==> config.mk <==
export PLATFORM = sky130hd
export DESIGN_NAME = bus_grant_scheduler
export DESIGN_NICKNAME = d
export VERILOG_FILES = /design/src/rtl/bus_grant_scheduler.sv
export SDC_FILE = /design/constraint.sdc
export NUM_CORES = 1
export LEC_CHECK = 0
export CAP_MARGIN = 0
export CORE_MARGIN = 8
export CORE_UTILIZATION = 50
export CTS_CLUSTER_DIAMETER = 40
export DETAILED_ROUTE_END_ITERATION = 8
export PLACE_DENSITY = 0.79
export SLEW_MARGIN = 20
export SYNTH_ARGS = -nofsm -noshare
export SYNTH_HDL_FRONTEND = slang
export SYNTH_SLANG_ARGS = --single-unit
==> constraint.sdc <==
create_clock -name clk -period 3 [get_ports clk]
set_clock_uncertainty 0.2 [all_clocks]
set_input_delay 0.6 -clock clk [delete_from_list [all_inputs] [get_ports clk]]
set_output_delay 0.6 -clock clk [all_outputs]
set_load 0.005 [all_outputs]
==> src/rtl/bus_grant_scheduler.sv <==
// Memory-bus grant scheduler: one-hot registered grant held for a whole transaction, with unused-grant reclaim.
// Define ARB_ROUND_ROBIN_EN for round-robin arbitration; the default build uses fixed lowest-index priority.
module bus_grant_scheduler #(
  parameter int NUM_REQ        = 6,
  parameter int IDX_WIDTH      = 3,
  parameter int TIMEOUT_CYCLES = 512,
  parameter int CNT_WIDTH      = 10
) (
  input  logic                 clk,
  input  logic                 reset,
  input  logic [NUM_REQ-1:0]   in_reqcyc,
  input  logic                 in_bus_busy,
  output logic [NUM_REQ-1:0]   out_grant,
  output logic                 out_owner_valid,
  output logic [IDX_WIDTH-1:0] out_owner_id,
  output logic                 out_timeout
);

  typedef enum logic [1:0] {S_IDLE, S_GRANT, S_BUSY, S_RELEASE} state_t;

  localparam logic [CNT_WIDTH-1:0] WD_LAST = CNT_WIDTH'(TIMEOUT_CYCLES - 1);

  state_t               state_q, state_d;
  logic [CNT_WIDTH-1:0] wd_q, wd_d;
  logic [IDX_WIDTH-1:0] last_owner_q, last_owner_d;
  logic [NUM_REQ-1:0]   grant_q, grant_d;
  logic                 valid_q, valid_d;
  logic [IDX_WIDTH-1:0] owner_id_q, owner_id_d;
  logic                 timeout_q, timeout_d;

  logic                 win_found;
  logic [IDX_WIDTH-1:0] win_idx;

`ifdef ARB_ROUND_ROBIN_EN
  // Search starts just after the previous owner and wraps, so nobody is served twice per round.
  always_comb begin
    int cand;
    win_found = 1'b0;
    win_idx   = '0;
    cand      = 0;
    for (int k = 1; k <= NUM_REQ; k++) begin
      cand = (int'(last_owner_q) + k) % NUM_REQ;
      if (!win_found && in_reqcyc[cand]) begin
        win_found = 1'b1;
        win_idx   = IDX_WIDTH'(cand);
      end
    end
  end
`else
  logic unused_last_owner;
  assign unused_last_owner = ^last_owner_q;

  always_comb begin
    win_found = 1'b0;
    win_idx   = '0;
    for (int k = 0; k < NUM_REQ; k++) begin
      if (!win_found && in_reqcyc[k]) begin
        win_found = 1'b1;
        win_idx   = IDX_WIDTH'(k);
      end
    end
  end
`endif

  always_comb begin
    state_d      = state_q;
    wd_d         = wd_q;
    last_owner_d = last_owner_q;
    grant_d      = grant_q;
    valid_d      = valid_q;
    owner_id_d   = owner_id_q;
    timeout_d    = 1'b0;
    case (state_q)
      S_IDLE: begin
        // Busy while idle is left-over activity from the previous owner; wait it out.
        if (!in_bus_busy && win_found) begin
          state_d           = S_GRANT;
          grant_d           = '0;
          grant_d[win_idx]  = 1'b1;
          valid_d           = 1'b1;
          owner_id_d        = win_idx;
          wd_d              = '0;
        end
      end
      S_GRANT: begin
        if (in_bus_busy) begin
          state_d = S_BUSY;
        end else if (!in_reqcyc[owner_id_q]) begin
          state_d = S_RELEASE;
          grant_d = '0;
          valid_d = 1'b0;
        end else if (wd_q == WD_LAST) begin
          state_d   = S_RELEASE;
          grant_d   = '0;
          valid_d   = 1'b0;
          timeout_d = 1'b1;
        end else begin
          wd_d = wd_q + 1'b1;
        end
      end
      S_BUSY: begin
        if (!in_bus_busy) begin
          state_d = S_RELEASE;
          grant_d = '0;
          valid_d = 1'b0;
        end
      end
      S_RELEASE: begin
        last_owner_d = owner_id_q;
        state_d      = S_IDLE;
      end
      default: begin
        state_d = S_IDLE;
        grant_d = '0;
        valid_d = 1'b0;
      end
    endcase
  end

  always_ff @(posedge clk) begin
    if (reset) begin
      state_q      <= S_IDLE;
      wd_q         <= '0;
      last_owner_q <= IDX_WIDTH'(NUM_REQ - 1);
      grant_q      <= '0;
      valid_q      <= 1'b0;
      owner_id_q   <= '0;
      timeout_q    <= 1'b0;
    end else begin
      state_q      <= state_d;
      wd_q         <= wd_d;
      last_owner_q <= last_owner_d;
      grant_q      <= grant_d;
      valid_q      <= valid_d;
      owner_id_q   <= owner_id_d;
      timeout_q    <= timeout_d;
    end
  end

  assign out_grant       = grant_q;
  assign out_owner_valid = valid_q;
  assign out_owner_id    = owner_id_q;
  assign out_timeout     = timeout_q;

endmodule
==> impl_metrics.ini, run 1 <==
[placed_design]
io_buffers = 19
dp_hpwl_mm = 2.36
globalplace.congestion = 0.900
post-place-cells = 204
place_area_um2 = 1590

[sta]
slew_headroom_pct = 48.2
timing_max_transition_violations_final = 0
final_layout_setup_total_negative_slack_ps = 0
worstMarginPinSlew_ps = 776
period_minus_slack_ps = 2480
final_min_period_over_clock_period_pct = 82.7
grt_setup_unrepaired = no
fmax_mhz = 403
report.final.hold_viol_count = 0
setup_viol_count_final = 0

[global_routing]
grt_antenna_before_repair = 0
track_usage_pct = 15.2
grt_max_degree = 15
grt_pass1_wl_mm = 5.62
first_global_vias = 1287
grt-ovfl-total = 0

[clock_network]
clk_root_buffer_cell = sky130_fd_sc_hd__clkbuf_4
cts.repair_timing.setup_buffer_count = 0
cts_tree = built
worstSkewPairLatency_ps = 330
postCtsHoldBufs = 0
max-clock-path-buffers = 2
cts.sinks = 23
clkSlewWorstSetupHoldPaths_ps = 150
clock_tree.htree_level_count = 1
ctsResizeCount = 0
cts_buffer_count = 3

[synthesis]
synth_top_area_share_pct = 33.4
synth_top_flop_cell = sky130_fd_sc_hd__dfxtp_1
netlist_top_cells_count = sky130_fd_sc_hd__dfxtp_1 (23), sky130_fd_sc_hd__nand2_1 (18), sky130_fd_sc_hd__nor2_1 (14)
synthMostInstantiatedCell = sky130_fd_sc_hd__dfxtp_1
synth.yosys.seq_area_share_pct = 33.4
synth_enable_flop_cells = 0
syn_avg_cell_area_um2 = 8.72
ys_warn_count = 0
ys_seq_elements = 23
synth.distinct_cells = 44
netlist.top_cell.by_area = sky130_fd_sc_hd__dfxtp_1
netlist_instances = 158
synthTopCellsByArea = sky130_fd_sc_hd__dfxtp_1 (33%), sky130_fd_sc_hd__mux2i_1 (8.0%), sky130_fd_sc_hd__nand2_1 (4.9%)
synth_nets = 171
synth_async_sr_flop_share_pct = 0
synthesis.area_um2 = 1380

[setup_path]
path_cells = clkdlybuf4s50_1, nor4_2, a31o_2, a31oi_1, a31oi_1, mux2_2
cp-end-kind = flop
timing.critical_path.arrival_ps = 2500
critPathMaxFanout = 12
cp_top_family = compound AO/OA/AOI/OAI gates
worstPathBufferInverterCount = 1
standard_cell_with_the_maximum_stage_delay_on_the_critical_path = sky130_fd_sc_hd__clkdlybuf4s50_1
crit_top_cell = sky130_fd_sc_hd__a31oi_1
setup.worst_path.start_class = primary input
timing.critical_path.slowest_cell_delay_ps = 630
timing.critical_path.required_ps = 3020
worstSetupPathType = primary input to flop

[finish]
postLayoutCellArea_um2 = 1620
finalNonFillerCells = 208
nets = 191
syn2layout_area_growth_pct = 17.6
diodes = 0
layout-drive-gt1-share_pct = 14.7

[floorplan]
die_width_um = 68.5
die_y_um = 68.5
fp.coreArea_um2 = 2690
start_util_pct = 51.3
placementRows = 19
die_area_um2 = 4690
ios = 20

[drt]
wl_mm = 3.21
avgRoutedWirePerCell_um = 15.4
via_per_inst = 6.10
ant_nets = 0
drt_pass1_iterations = 4
dr_total_vias = 1269
remaining_drc_errors = 0
detailedRoute.firstIterationViolations = 99

[job]
cap_violations = 0

[worst_hold_path]
hold_class = flop to flop

[pwr]
power.leakage_uw = 0.000586
vdd.ir_drop.worst_mv = 0.499
pwr_density_cell_nw_per_um2 = 608

[outcome]
outcome = finished, final reports clean
==> placed cells by master, fill, tap and decap left out, types with 4 or more instances in the layout <==
cell type,Yosys,final
sky130_fd_sc_hd__mux2_2,5,5
sky130_fd_sc_hd__dfxtp_1,23,23
sky130_fd_sc_hd__nor2b_1,4,4
sky130_fd_sc_hd__nand3_1,5,5
sky130_fd_sc_hd__nor2_1,14,14
sky130_fd_sc_hd__a21oi_1,6,6
sky130_fd_sc_hd__inv_1,7,7
sky130_fd_sc_hd__mux2i_1,11,11
sky130_fd_sc_hd__a31oi_1,5,5
sky130_fd_sc_hd__o21ai_0,4,4
sky130_fd_sc_hd__nand2_1,18,18
sky130_fd_sc_hd__nor3_1,5,5
sky130_fd_sc_hd__ha_1,4,4
sky130_fd_sc_hd__clkdlybuf4s50_1,0,19
==> layer usage <==
layer	vias to the layer above	GRT usage [%]	wire, um
met5	-	0	0
met4	0	4.86	37
met3	4	4.85	192
met2	42	26.1	1610
met1	601	17.3	1370
li1	622	-	-
==> sequential cells by signal, indices dropped and copies added (netlist names) <==
name,cells
out_grant,6
out_owner_id,3
wd_q,10
state_q,2
out_timeout,1
out_owner_valid,1
==> area by class of cell <==
class	instances	area (um^2)
fillers	233	1070
multi-input cells	121	852
flip-flops and latches	23	460
repair buffers	22	213
well taps	31	38.8
inverters	7	26.3
clock buffers	3	22.5
clock inverters	1	7.51
==> power by group <==
| part | switching, uW | internal [uW] |
|---|---|---|
| Combinational | 260 | 203 |
| Clock | 106 | 51.0 |
| Sequential | 27.1 | 338 |
| Total | 393 | 592 |
==> worst reg2reg max path, stage by stage (launching register included) <==
cell                       delay (ps)
sky130_fd_sc_hd__dfxtp_1          370
sky130_fd_sc_hd__inv_1             80
sky130_fd_sc_hd__ha_1             450
sky130_fd_sc_hd__nand2_1          120
sky130_fd_sc_hd__o32ai_2          300
sky130_fd_sc_hd__o21bai_2         150
sky130_fd_sc_hd__buf_4            190
sky130_fd_sc_hd__nor4_4           280
sky130_fd_sc_hd__a41o_1           210
==> metrics by stage <==
stage | util [%] | total power (uW) | setup slack (ps) | hold slack [ps]
after detailed placement | 59.2 | 830 | 226 | 260
after floorplan | - | 723 | 863 | 254
after global routing | 60.3 | 1050 | 370 | 316
after CTS | 60.3 | 986 | 565 | 286
after global placement | 59.2 | 818 | 265 | 253
final | 60.3 | 985 | 520 | 279
==> final timing paths <==
path,endpoint,startpoint,slack (ps),cells past startpoint
setup / recovery,wd_q[3],in_reqcyc[0],520,6
hold / removal,out_owner_valid,out_owner_valid,280,2
setup reg to reg,wd_q[7],state_q[1],600,8
hold reg to reg,out_owner_valid,out_owner_valid,280,2
==> logic make-up (layout without fill, tap and decap cells) <==
family | count (synthesis) | count (layout) | share of synthesized area [%]
fa+ha+maj | 4 | 4 | 3.63
buf+inv | 14 | 33 | 4.72
flops | 23 | 23 | 33.4
simple gates | 68 | 68 | 28.0
compound gates | 33 | 33 | 18.2
mux | 16 | 16 | 12.1
Note: power is estimated with default switching activity, not from simulation.
==> run 2, diff against run 1 <==
--- a/config.mk
+++ b/config.mk
@@ -7,10 +7,10 @@
 export LEC_CHECK = 0
 export CAP_MARGIN = 0
 export CORE_MARGIN = 8
-export CORE_UTILIZATION = 50
+export CORE_UTILIZATION = 48
 export CTS_CLUSTER_DIAMETER = 40
 export DETAILED_ROUTE_END_ITERATION = 8
-export PLACE_DENSITY = 0.79
+export PLACE_DENSITY = 0.8
 export SLEW_MARGIN = 20
 export SYNTH_ARGS = -nofsm -noshare
 export SYNTH_HDL_FRONTEND = slang
==> constraint.sdc (replaced) <==
create_clock -name clk -period 2.21 [get_ports clk]
set_clock_uncertainty 0.2 [all_clocks]
set_input_delay 0.442 -clock clk [delete_from_list [all_inputs] [get_ports clk]]
set_output_delay 0.442 -clock clk [all_outputs]
set_load 0.005 [all_outputs]
==> run 2 against run 1 <==
Against the previous run:
- cell count increased by 8.2%
- flip-flop and latch count is the same
- routed wire length rose by 24%
- sequential share of layout area is 3.9 points lower
- die area grew 3.2%
- non-clock buffer count rose by 17
- sequential power rose by 39%
- core utilization rose by 9.1 points
- combinational power grew 91%
- largest power group unchanged
==> impl_metrics.ini, run 2 (synthesis gave the netlist of run 1 again) <==
[sta]
grt_setup_unrepaired = no
worst_hold_slack_ps = 279
period_minus_slack_ps = 2150
fmax_mhz = 465
final_min_period_over_clock_period_pct = 97.3
timing_max_transition_violations_final = 0
worstMarginPinSlew_ps = 440
setup_viol_count_final = 0
report.final.hold_viol_count = 0
final_layout_setup_total_negative_slack_ps = 0
slew_headroom_pct = 70.7

[clock_network]
worstSkewPairLatency_ps = 320
max-clock-path-buffers = 2
clkSlewWorstSetupHoldPaths_ps = 130
clock_tree.htree_level_count = 1
postCtsHoldBufs = 0
cts.sinks = 23
cts_tree = built
clk_root_buffer_cell = sky130_fd_sc_hd__clkbuf_4
cts_buffer_count = 3

[placed_design]
io_buffers = 19
dp_hpwl_mm = 2.64
globalplace.congestion = 0.799
post-place-cells = 217

[floorplan]
ios = 20
fp.coreArea_um2 = 2730
die_y_um = 69.6
die_width_um = 69.6
placementRows = 19
die_area_um2 = 4840
start_util_pct = 50.4

[setup_path]
timing.critical_path.arrival_ps = 2180
timing.critical_path.slowest_cell_delay_ps = 360
worstSetupPathType = flop to flop
path_cells = ha_1, and4_4, nor4b_4, o21bai_4, buf_4, o311ai_4, mux2_4
critPathMaxFanout = 4
cp_top_family = simple AND/OR/NAND/NOR gates
cp-end-kind = flop
worstPathBufferInverterCount = 1
standard_cell_with_the_maximum_stage_delay_on_the_critical_path = sky130_fd_sc_hd__dfxtp_2
timing.critical_path.required_ps = 2240
setup.worst_path.start_class = flop

[drt]
drt_pass1_iterations = 4
wl_mm = 4.00
via_per_inst = 6.15
dr_total_vias = 1384
ant_nets = 0
avgRoutedWirePerCell_um = 17.8
detailedRoute.firstIterationViolations = 118
remaining_drc_errors = 0

[global_routing]
track_usage_pct = 13.9
grt-ovfl-total = 0
first_global_vias = 1446
grt_pass1_wl_mm = 5.91
grt_max_degree = 14
grt_antenna_before_repair = 0

[finish]
layout.filler_cells = 205
syn2layout_area_growth_pct = 37.7
nets = 208
commonest_cells_after_routing_fill_and_taps_aside = sky130_fd_sc_hd__dfxtp_1 (19), sky130_fd_sc_hd__buf_4 (19), sky130_fd_sc_hd__nand2_1 (18)
finalNonFillerCells = 225
largest_register_ff_count = 10
layout-drive-gt1-share_pct = 30.4
utilization_pct = 69.4
diodes = 0
registers.top_by_ff_count = wd_q

[outcome]
outcome = finished, final reports clean

[pwr]
power.leakage_uw = 0.000731
sum_of_internal_switching_and_leakage_power_uw = 1590
pwr_density_cell_nw_per_um2 = 841
vdd.ir_drop.worst_mv = 0.846

[job]
cap_violations = 0

[worst_hold_path]
hold_class = flop to flop
run 2: worst min-delay path, delay by kind of cell, from the launching register on:
kind          cells  cell delay [ps]
flops             1              340
simple gates      1               50
mux               1               60
run 2: timing repair:
action,CTS,global route
setup buffers,0,4
gates cloned,0,0
resized for setup,2,30
pin swaps,0,3
endpoints found under the setup margin,10,17
run 2: power breakdown:
group	switching (uW)	internal (uW)	leakage (uW)
sequential	45.5	462	0.000188
clock	132	70.8	0.0000150
combinational	452	432	0.000528
run 2: layer usage:
metal | routed length, um | part of all wire [%] | vias up | global-route usage (%)
li1 | - | - | 657 | -
met1 | 1620 | 40 | 680 | 14.3
met2 | 2110 | 53 | 38 | 25.8
met3 | 181 | 4.5 | 9 | 3.00
met4 | 89 | 2.2 | 0 | 6.38
met5 | 0 | 0 | - | 0
run 2: final cells by class:
class	count	area [um^2]	area share (%)
Multi-Input combinational cell	121	988	52.1
Clock buffer	4	26.3	1.39
Inverter	7	26.3	1.39
Tap cell	31	38.8	2.04
Timing Repair Buffer	39	352	18.5
Sequential cell	23	465	24.5
run 2: path summary, 6_finish.rpt:
check	start	end	slack (ps)	cells after the start
worst min register to register	out_owner_valid	out_owner_valid	280	2
worst max-delay path	wd_q[1]	out_grant[0]	60	7
worst max register to register	wd_q[1]	out_grant[0]	60	7
worst min-delay path	out_owner_valid	out_owner_valid	280	2
run 2: metrics by stage:
step                setup slack [ps]  instance area [um^2]
detailed placement              -324                  1690
finish                          59.0                  1900
global route                   0.591                  1900
floorplan                       88.5                  1380
CTS                             4.56                  1720
global placement                -248                  1690
==> run 3, diff against run 2 <==
--- a/config.mk
+++ b/config.mk
@@ -7,10 +7,11 @@
 export LEC_CHECK = 0
 export CAP_MARGIN = 0
 export CORE_MARGIN = 8
-export CORE_UTILIZATION = 48
+export CORE_UTILIZATION = 50
+export CTS_BUF_LIST = sky130_fd_sc_hd__clkbuf_8
 export CTS_CLUSTER_DIAMETER = 40
 export DETAILED_ROUTE_END_ITERATION = 8
-export PLACE_DENSITY = 0.8
+export PLACE_DENSITY = 0.82
 export SLEW_MARGIN = 20
 export SYNTH_ARGS = -nofsm -noshare
 export SYNTH_HDL_FRONTEND = slang
==> run 3 against run 2 <==
Against the previous run:
- global-route usage increased by 3.5 points
- worst hold slack worse by 14 ps
- total power about the same
- non-clock buffer count unchanged
- critical path depth unchanged
- setup slack better by 5.9 ps
- sequential share of layout area barely moved
- combinational power decreased by 7.4%
- flip-flop and latch count unchanged
- cell count is the same
- core utilization rose by 0.53 points
- largest cell class unchanged
==> impl_metrics.ini, run 3 (synthesis gave the netlist of run 1 again) <==
[outcome]
outcome = finished, final reports clean

[finish]
largest_register_ff_count = 10
diodes = 0
layout.cells.most_common = sky130_fd_sc_hd__dfxtp_1
utilization_pct = 69.9
layout-drive-gt1-share_pct = 27.8
registers.top_by_ff_count = wd_q
syn2layout_area_growth_pct = 36.3
commonest_cells_after_routing_fill_and_taps_aside = sky130_fd_sc_hd__dfxtp_1 (22), sky130_fd_sc_hd__buf_4 (20), sky130_fd_sc_hd__nand2_1 (18)
layout.filler_cells = 189
nets = 208

[clock_network]
worstSkewPairLatency_ps = 280
clkSlewWorstSetupHoldPaths_ps = 80
postCtsHoldBufs = 0
max-clock-path-buffers = 2
clock_tree.htree_level_count = 1
cts_buffer_count = 3
cts_tree = built
cts.sinks = 23
clk_root_buffer_cell = sky130_fd_sc_hd__clkbuf_8

[setup_path]
timing.critical_path.from = wd_q[0]
path_cells = ha_1, and4_1, nor4b_2, o21bai_2, buf_4, a221oi_1, o32ai_2
ff2ff_path_depth = 7
worstSetupPathType = flop to flop
cp-end-kind = flop
crit-reg2reg-capture = wd_q[4]
timing.rr.start = wd_q[0]
setup.worst_path.start_class = flop
standard_cell_with_the_maximum_stage_delay_on_the_critical_path = sky130_fd_sc_hd__dfxtp_1
setup.reg_to_reg.worst_slack_ps = 60
timing.critical_path.slowest_cell_delay_ps = 350
critPathMaxFanout = 6
crit_end = wd_q[4]
timing.critical_path.required_ps = 2160
timing.critical_path.arrival_ps = 2090

[sta]
setup_viol_count_final = 0
fmax_mhz = 466
worst_hold_slack_ps = 265
worstMarginPinSlew_ps = 552
slew_headroom_pct = 62.9
report.final.hold_viol_count = 0
period_minus_slack_ps = 2150
grt_setup_unrepaired = yes
timing_max_transition_violations_final = 0
final_min_period_over_clock_period_pct = 97.1
timing.final.ws_setup_ps = 64.9
final_layout_setup_total_negative_slack_ps = 0

[drt]
avgRoutedWirePerCell_um = 17.2
ant_nets = 0
remaining_drc_errors = 0
dr_total_vias = 1365
via_per_inst = 6.07
drt_pass1_iterations = 4
detailedRoute.firstIterationViolations = 56
wl_mm = 3.87

[global_routing]
grt.busiest_layer = met2
grt-ovfl-total = 0
first_global_vias = 1408
grt_antenna_before_repair = 0
grt_use_met3_pct = 4.20
grt_max_degree = 14
track_usage_pct = 17.4
grt_pass1_wl_mm = 6.31
globalRouteMet1Util_pct = 19.9
gr-usage-met2_pct = 29.4

[floorplan]
die_width_um = 68.5
die_y_um = 68.5
placementRows = 19
fp.coreArea_um2 = 2690
start_util_pct = 51.3
ios = 20
die_area_um2 = 4690

[worst_hold_path]
hold_class = flop to flop

[pwr]
vdd.ir_drop.worst_mv = 0.694
sum_of_internal_switching_and_leakage_power_uw = 1590
pwr_density_cell_nw_per_um2 = 848
power.leakage_uw = 0.000745

[placed_design]
dp_hpwl_mm = 2.69
globalplace.congestion = 0.914
io_buffers = 19
detailedPlace.worstSlack_ps = -357

[job]
cap_violations = 0
-- run 3: final cells by class --
type,instances,area [um^2],area share [%]
flip-flops and latches,23,462,24.6
well taps,31,38.8,2.07
multi-input cells,121,950,50.6
clock inverters,1,5.00,0.266
clock buffers,3,41.3,2.20
repair buffers,39,355,18.9
inverters,7,26.3,1.40
-- run 3: critical path: cells and delay by family, from the launching register on --
family	cells	cell delay [ps]
AOI/OAI and AO/OA	3	640
and+or+nand+nor	2	410
DFF	1	350
adders and majority gates	1	240
buffers and inverters	1	190
-- run 3: routing by layer --
layer / routed length, um / share of wire (%)
met5: 0 / 0
met4: 102 / 2.6
met3: 219 / 5.7
met2: 1970 / 51
met1: 1580 / 41
-- run 3: worst min path at each step --
stage / from / endpoint / slack [ps] / cells after the start
floorplan: out_grant[1] / out_grant[1] / 250 / 2
global placement: out_grant[1] / out_grant[1] / 250 / 2
detailed placement: out_grant[1] / out_grant[1] / 260 / 2
CTS: out_grant[1] / out_grant[1] / 270 / 2
global route: out_owner_valid / out_owner_valid / 300 / 2
finish: out_grant[1] / out_grant[1] / 260 / 2
-- run 3: per-stage QoR --
| stage | instance area, um^2 | std cells |
|---|---|---|
| 2_1_floorplan | 1380 | 158 |
| 3_3_place_gp | 1700 | 219 |
| 3_5_place_dp | 1700 | 219 |
| 4_1_cts | 1800 | 225 |
| 5_1_grt | 1880 | 225 |
| 6_report | 1880 | 225 |
-- run 3: power by group --
| part | switching (uW) | internal, uW | total [uW] |
|---|---|---|---|
| sequential | 43.1 | 460 | 503 |
| combinational | 436 | 382 | 819 |
| clock | 144 | 126 | 271 |
-- run 3: timing repair --
action,CTS,global route
setup endpoints to repair,14,17
pin swaps,2,3
hold endpoints to repair,0,0
buffers inserted,2,0
resized for setup,6,16
